[src/rtl/uart_packet_rx_if.sv]
// rtl/uart_packet_rx_if.sv - serial line in, assembled element packet and strobes out
interface uart_packet_rx_if;
  logic        rx_in;
  logic [39:0] packet;
  logic        dataReceived;
  logic        frame_err;

  modport master (
    input  rx_in,
    output packet,
    output dataReceived,
    output frame_err
  );

  modport slave (
    output rx_in,
    input  packet,
    input  dataReceived,
    input  frame_err
  );
endinterface

[src/rtl/uart_packet_rx.sv]
// rtl/uart_packet_rx.sv - 8N1 UART receiver assembling 5-byte element packets
// Define PKT_TIMEOUT_EN to abort a partial packet after an idle gap of TIMEOUT_BITS bit periods.
module uart_packet_rx #(
  parameter int CLK_HZ = 50000000,
  parameter int BAUD   = 115200
`ifdef PKT_TIMEOUT_EN
  ,
  parameter int TIMEOUT_BITS = 20
`endif
) (
  input logic              clk50,
  input logic              rst_n,
  uart_packet_rx_if.master bus
);

  localparam int CLKS_PER_BIT = CLK_HZ / BAUD;
  localparam int HALF_BIT     = CLKS_PER_BIT / 2;
  localparam int CNT_W        = $clog2(CLKS_PER_BIT + 1);
  localparam logic [CNT_W-1:0] HALF_LAST = CNT_W'(HALF_BIT - 1);
  localparam logic [CNT_W-1:0] BIT_LAST  = CNT_W'(CLKS_PER_BIT - 1);

  localparam logic [1:0] IDLE  = 2'd0;
  localparam logic [1:0] START = 2'd1;
  localparam logic [1:0] DATA  = 2'd2;
  localparam logic [1:0] STOP  = 2'd3;

  logic [1:0]       sync_q, sync_d;
  logic             rx_s;
  logic [1:0]       state_q, state_d;
  logic [CNT_W-1:0] cnt_q, cnt_d;
  logic [2:0]       bitn_q, bitn_d;
  logic [7:0]       shift_q, shift_d;
  logic [2:0]       idx_q, idx_d;
  logic [0:4][7:0]  asm_q, asm_d;
  logic [39:0]      packet_q, packet_d;
  logic             drv_q, drv_d;
  logic             ferr_q, ferr_d;
  logic             timeout;

  assign rx_s = sync_q[1];

`ifdef PKT_TIMEOUT_EN
  localparam int GAP_LIMIT = TIMEOUT_BITS * CLKS_PER_BIT;
  localparam int GAP_W     = $clog2(GAP_LIMIT + 1);

  logic [GAP_W-1:0] gap_q, gap_d;
  logic             gap_run;

  // Gap counts only while a partial packet waits on an idle line; a start edge drops gap_run.
  always_comb begin
    gap_run = (state_q == IDLE) && (idx_q != 3'd0) && rx_s;
    timeout = gap_run && (gap_q == GAP_W'(GAP_LIMIT - 1));
    gap_d   = '0;
    if (gap_run && !timeout) gap_d = gap_q + GAP_W'(1);
  end

  always_ff @(posedge clk50 or negedge rst_n) begin
    if (!rst_n) gap_q <= '0;
    else        gap_q <= gap_d;
  end
`else
  assign timeout = 1'b0;
`endif

  always_comb begin
    sync_d   = {sync_q[0], bus.rx_in};
    state_d  = state_q;
    cnt_d    = cnt_q;
    bitn_d   = bitn_q;
    shift_d  = shift_q;
    idx_d    = idx_q;
    asm_d    = asm_q;
    packet_d = packet_q;
    drv_d    = 1'b0;
    ferr_d   = 1'b0;

    case (state_q)
      IDLE: begin
        cnt_d  = '0;
        bitn_d = 3'd0;
        if (!rx_s) state_d = START;
        if (timeout) begin
          idx_d = 3'd0;
          asm_d = '0;
        end
      end
      START: begin
        if (cnt_q == HALF_LAST) begin
          cnt_d   = '0;
          state_d = rx_s ? IDLE : DATA;
        end else begin
          cnt_d = cnt_q + CNT_W'(1);
        end
      end
      DATA: begin
        if (cnt_q == BIT_LAST) begin
          cnt_d   = '0;
          shift_d = {rx_s, shift_q[7:1]};
          bitn_d  = bitn_q + 3'd1;
          if (bitn_q == 3'd7) state_d = STOP;
        end else begin
          cnt_d = cnt_q + CNT_W'(1);
        end
      end
      STOP: begin
        if (cnt_q == BIT_LAST) begin
          cnt_d   = '0;
          state_d = IDLE;
          if (rx_s) begin
            asm_d[idx_q] = shift_q;
            if (idx_q == 3'd4) begin
              // Publish the whole packet at once, including the byte that completes it.
              packet_d = {asm_q[0], asm_q[1], asm_q[2], asm_q[3], shift_q};
              drv_d    = 1'b1;
              idx_d    = 3'd0;
            end else begin
              idx_d = idx_q + 3'd1;
            end
          end else begin
            ferr_d = 1'b1;
            idx_d  = 3'd0;
            asm_d  = '0;
          end
        end else begin
          cnt_d = cnt_q + CNT_W'(1);
        end
      end
      default: state_d = IDLE;
    endcase
  end

  always_ff @(posedge clk50 or negedge rst_n) begin
    if (!rst_n) begin
      sync_q   <= 2'b11;
      state_q  <= IDLE;
      cnt_q    <= '0;
      bitn_q   <= 3'd0;
      shift_q  <= 8'd0;
      idx_q    <= 3'd0;
      asm_q    <= '0;
      packet_q <= 40'd0;
      drv_q    <= 1'b0;
      ferr_q   <= 1'b0;
    end else begin
      sync_q   <= sync_d;
      state_q  <= state_d;
      cnt_q    <= cnt_d;
      bitn_q   <= bitn_d;
      shift_q  <= shift_d;
      idx_q    <= idx_d;
      asm_q    <= asm_d;
      packet_q <= packet_d;
      drv_q    <= drv_d;
      ferr_q   <= ferr_d;
    end
  end

  assign bus.packet       = packet_q;
  assign bus.dataReceived = drv_q;
  assign bus.frame_err    = ferr_q;

endmodule
[src/flat_wrapper.sv]
// flat-port wrapper written by rule: the top's interface ports become plain ports
module uart_packet_rx_flat 
#(
  parameter int CLK_HZ = 50000000,
  parameter int BAUD   = 115200

)
  (clk50, rst_n, bus_rx_in, bus_packet, bus_dataReceived, bus_frame_err);
  uart_packet_rx_if bus_i ();
  input logic clk50;
  input logic rst_n;
  input wire logic [$bits(bus_i.rx_in)-1:0] bus_rx_in;
  output wire logic [$bits(bus_i.packet)-1:0] bus_packet;
  output wire logic [$bits(bus_i.dataReceived)-1:0] bus_dataReceived;
  output wire logic [$bits(bus_i.frame_err)-1:0] bus_frame_err;
  assign bus_i.rx_in = bus_rx_in;
  assign bus_packet = bus_i.packet;
  assign bus_dataReceived = bus_i.dataReceived;
  assign bus_frame_err = bus_i.frame_err;
  uart_packet_rx #(.CLK_HZ(CLK_HZ), .BAUD(BAUD)) u_core (.clk50(clk50), .rst_n(rst_n), .bus(bus_i));
endmodule
[config.mk]
export PLATFORM = sky130hd
export DESIGN_NAME = uart_packet_rx_flat
export DESIGN_NICKNAME = d
export VERILOG_FILES = /design/src/rtl/uart_packet_rx_if.sv /design/src/rtl/uart_packet_rx.sv /design/src/flat_wrapper.sv
export SDC_FILE = /design/constraint.sdc
export NUM_CORES = 1
export LEC_CHECK = 0
export CORE_MARGIN = 2
export CORE_UTILIZATION = 51
export CTS_CLUSTER_DIAMETER = 80
export DETAILED_ROUTE_END_ITERATION = 6
export MAX_ROUTING_LAYER = met4
export PLACE_DENSITY = 0.83
export SLEW_MARGIN = 30
export SYNTH_ARGS = -nofsm -noshare
export SYNTH_HDL_FRONTEND = slang
export SYNTH_SLANG_ARGS = --single-unit
[constraint.sdc]
create_clock -name clk50 -period 2 [get_ports clk50]
set_input_delay 0.3 -clock clk50 [delete_from_list [all_inputs] [get_ports clk50]]
set_output_delay 0.3 -clock clk50 [all_outputs]
set_load 0.005 [all_outputs]
==> impl_metrics.py <==
metrics = {
    "route": {
        "via_count": 3052,
        "ant_nets": 0,
        "wl_per_cell_um": 17.9,
        "first_pass_iters": 5,
        "wl_um": 9170,
        "vias_per_cell": 5.96,
        "drtIter0Drc": 165,
        "route.detailed.drc": 0,
    },
    "status": {
        "violations": "negative setup slack",
        "outcome": "finished, violations left",
    },
    "floorplanning": {
        "fp.dieH_um": 98.0,
        "core_area_mm2": 0.00864,
        "ios": 45,
        "placementRows": 34,
        "die_width_um": 98.0,
        "die_area_mm2": 0.00960,
        "start_util_pct": 52.2,
    },
    "logic_synthesis": {
        "synth_cells": 330,
        "syn_nets": 340,
        "yosysUniqueCellTypes": 50,
        "async_flop_share_pct": 100,
        "synth_area_per_cell_um2": 13.7,
        "ys.flop_type": "dfrtp_1",
        "synth_edf_count": 0,
        "yosysSeqAreaShare_pct": 56.2,
        "yosysWarnings": 0,
        "synth_area_mm2": 0.00451,
        "synth.ff_latch_count": 101,
    },
    "timing": {
        "fin_crit_ps": 2020,
        "maxSlewHeadroom_pct": 50.6,
        "worst_pin_slew_ps": 740,
        "period_share_pct": 101,
        "slew_viol_final": 0,
        "setup_viol": 11,
        "finalClockSkew_ps": 17.9,
        "rsz0062_at_grt": "yes",
        "fin_ws_ps": -16.6,
        "fmax_mhz": 496,
        "hold_viol": 0,
    },
    "finish": {
        "fin_area_mm2": 0.00550,
        "area_growth_pct": 22.1,
        "num-nets-final": 409,
        "num_antenna_cells": 0,
        "instances_no_fill": 512,
        "drive_gt1_share_pct": 28.0,
    },
    "placed_design": {
        "port_buffers": 44,
        "dpl.cell_count": 488,
        "dpl_cell_area_mm2": 0.00519,
        "hpwl_um": 6160,
        "gp_congestion": 0.832,
    },
    "critical_path": {
        "critPathArrivalTime_ps": 2280,
        "path_class": "flop to flop",
        "worstSetupStartpointType": "flop",
        "end_kind": "flop",
        "crit_fanout": 8,
        "cp.required_ps": 2260,
    },
    "global_routing": {
        "grt_pass1_wl_um": 15100,
        "overflow": 0,
        "track_usage_pct": 19.9,
        "grt_max_degree": 63,
        "antenna_found_initial": 0,
        "grt_pass1_vias": 2939,
    },
    "hold_path": {
        "hp-class": "input pin to flop",
    },
    "clocking": {
        "insertion_delay_ps": 380,
        "cts_buffers": 9,
        "clock_path_buffers": 2,
        "cts.sink_count": 101,
        "root_buffer": "clkbuf_8",
        "cts_tree": "built",
        "htree_num_levels": 3,
        "path_clk_slew_ps": 100,
    },
    "power": {
        "leakagePower_nw": 2.59,
        "cellPowerDensity_mw_per_mm2": 602,
        "ir_drop_mv": 0.435,
    },
    "flow_run": {
        "cap_viol_max_count": 0,
    },
}
## stage by stage
stage               utilization (%)  setup WS (ps)  setup TNS (ps)  hold slack, ps  total power [mW]
floorplan                         -           19.8               0            4.41              2.09
global placement               60.1           82.3               0             224              2.15
detailed placement             60.1           21.2               0             228              2.15
CTS                            62.4           8.51               0             310              3.34
global route                   63.7          -37.7            -601             322              3.44
finish                         63.7          -16.6           -89.2             324              3.31
## cell usage after synthesis, types with 2 or more instances
cell type,count,area (um2)
a32o_1,23,230
and2_1,6,37.5
nor2_1,6,22.5
ha_1,7,87.6
or3_1,4,25.0
dfrtp_1,99,2480
a22oi_1,4,30.0
o31ai_1,8,60.1
dfstp_2,2,52.6
nand2_1,15,56.3
o211ai_1,4,30.0
a2111o_1,3,33.8
or4_1,2,15.0
nor2b_1,5,31.3
buf_2,2,10.0
nand4_1,3,18.8
clkbuf_1,14,52.6
nand3_1,16,80.1
o21ai_0,4,20.0
o311ai_0,7,61.3
and3_1,2,12.5
nor3_1,3,15.0
inv_1,6,22.5
o21ai_1,2,10.0
mux2_4,40,601
mux2_2,9,101
a21oi_1,4,20.0
xor2_1,2,17.5
buf_6,6,67.6
or3b_2,2,17.5
## path summary, 6_finish.rpt
kind / start / end / slack, ps / cells past startpoint
setup / recovery: u_core.idx_q[1] / u_core.bus.packet[31] / -20 / 6
hold / removal: bus_rx_in / u_core.sync_q[0] / 320 / 1
setup reg to reg: u_core.idx_q[1] / u_core.bus.packet[31] / -20 / 6
hold reg to reg: u_core.sync_q[0] / u_core.sync_q[1] / 360 / 0
max in group asynchronous: rst_n / u_core.sync_q[0] / 970 / 3
min in group asynchronous: rst_n / u_core.bus.packet[19] / 350 / 2
## layout make-up
| class | instances | area [um2] |
|---|---|---|
| Inverter | 6 | 22.5 |
| Clock inverter | 7 | 62.6 |
| Fill cell | 605 | 3130 |
| Tap cell | 108 | 135 |
| Clock buffer | 9 | 124 |
| Timing Repair Buffer | 80 | 786 |
| Sequential cell | 101 | 2530 |
| Multi-Input combinational cell | 201 | 1840 |
## kinds of logic after synthesis
kind of cell / share of synthesized area [%]
xor+xnor: 0.583
mux: 15.8
simple gates: 9.64
buf+inv: 3.39
flops: 56.2
compound gates: 12.5
fa+ha+maj: 1.94
## sequential cells by signal (all words and copies together) (netlist names), named ones only
signal and cells:
u_core.bitn_q 3, u_core.bus.frame_err 1, u_core.sync_q 2, u_core.bus.dataReceived 1
u_core.asm_q 32, u_core.shift_q 8, u_core.cnt_q 9, u_core.bus.packet 40
u_core.state_q 1, u_core.idx_q 3
## where the power goes
part / switching [mW] / internal, mW / leakage [nW] / total [mW]
Clock: 0.736 / 0.469 / 0.0886 / 1.20
Sequential: 0.000911 / 2.04 / 1.39 / 2.04
Combinational: 0.0491 / 0.0136 / 1.11 / 0.0627
Total: 0.786 / 2.53 / 2.59 / 3.31
## cells in the final DEF, fill, tap and decap left out, types with 2 or more instances in the layout
master | netlist | layout
dfrtp_1 | 99 | 98
clkdlybuf4s50_1 | 0 | 43
mux2_4 | 40 | 40
buf_4 | 0 | 30
a32o_1 | 23 | 23
nand3_1 | 16 | 16
nand2_1 | 15 | 15
mux2_2 | 9 | 9
clkbuf_8 | 0 | 9
o31ai_1 | 8 | 8
o311ai_0 | 7 | 7
and2_1 | 6 | 6
nor2_1 | 6 | 6
ha_1 | 7 | 6
nor2b_1 | 5 | 5
o21ai_0 | 4 | 4
or3_1 | 4 | 4
a22oi_1 | 4 | 4
inv_1 | 6 | 4
a21oi_1 | 4 | 4
o211ai_1 | 4 | 4
nand4_1 | 3 | 3
a2111o_1 | 3 | 3
inv_2 | 0 | 2
o21ai_1 | 2 | 2
xor2_1 | 2 | 2
and3_1 | 2 | 2
nor3_1 | 3 | 2
or4_1 | 2 | 2
or3b_2 | 2 | 2
clkinv_4 | 0 | 2
clkinvlp_4 | 0 | 2
clkbuf_16 | 0 | 2
buf_6 | 6 | 2
dfstp_2 | 2 | 2
## layer usage
| metal | routed length (um) | track usage (%) | vias to the layer above |
|---|---|---|---|
| met3 | 341 | 4.08 | 7 |
| met5 | 0 | - | - |
| met2 | 4420 | 29.1 | 75 |
| li1 | - | - | 1397 |
| met1 | 4320 | 28.9 | 1573 |
| met4 | 90 | 5.13 | 0 |
## repair_timing
| item | CTS | global route |
|---|---|---|
| hold buffers | 1 | 0 |
| hold endpoints to repair | 24 | 0 |
| setup endpoints to repair | 0 | 40 |
| setup buffers | 0 | 4 |
| gates resized for setup | 0 | 7 |
## worst max-delay path: stages, from the launching register on
cell and delay (ps):
dfrtp_1 450, inv_2 110, ha_4 140, nand4_1 80
or4_4 600, clkbuf_16 220, mux2_4 300
No activity file was read; power rests on OpenSTA's default activity.
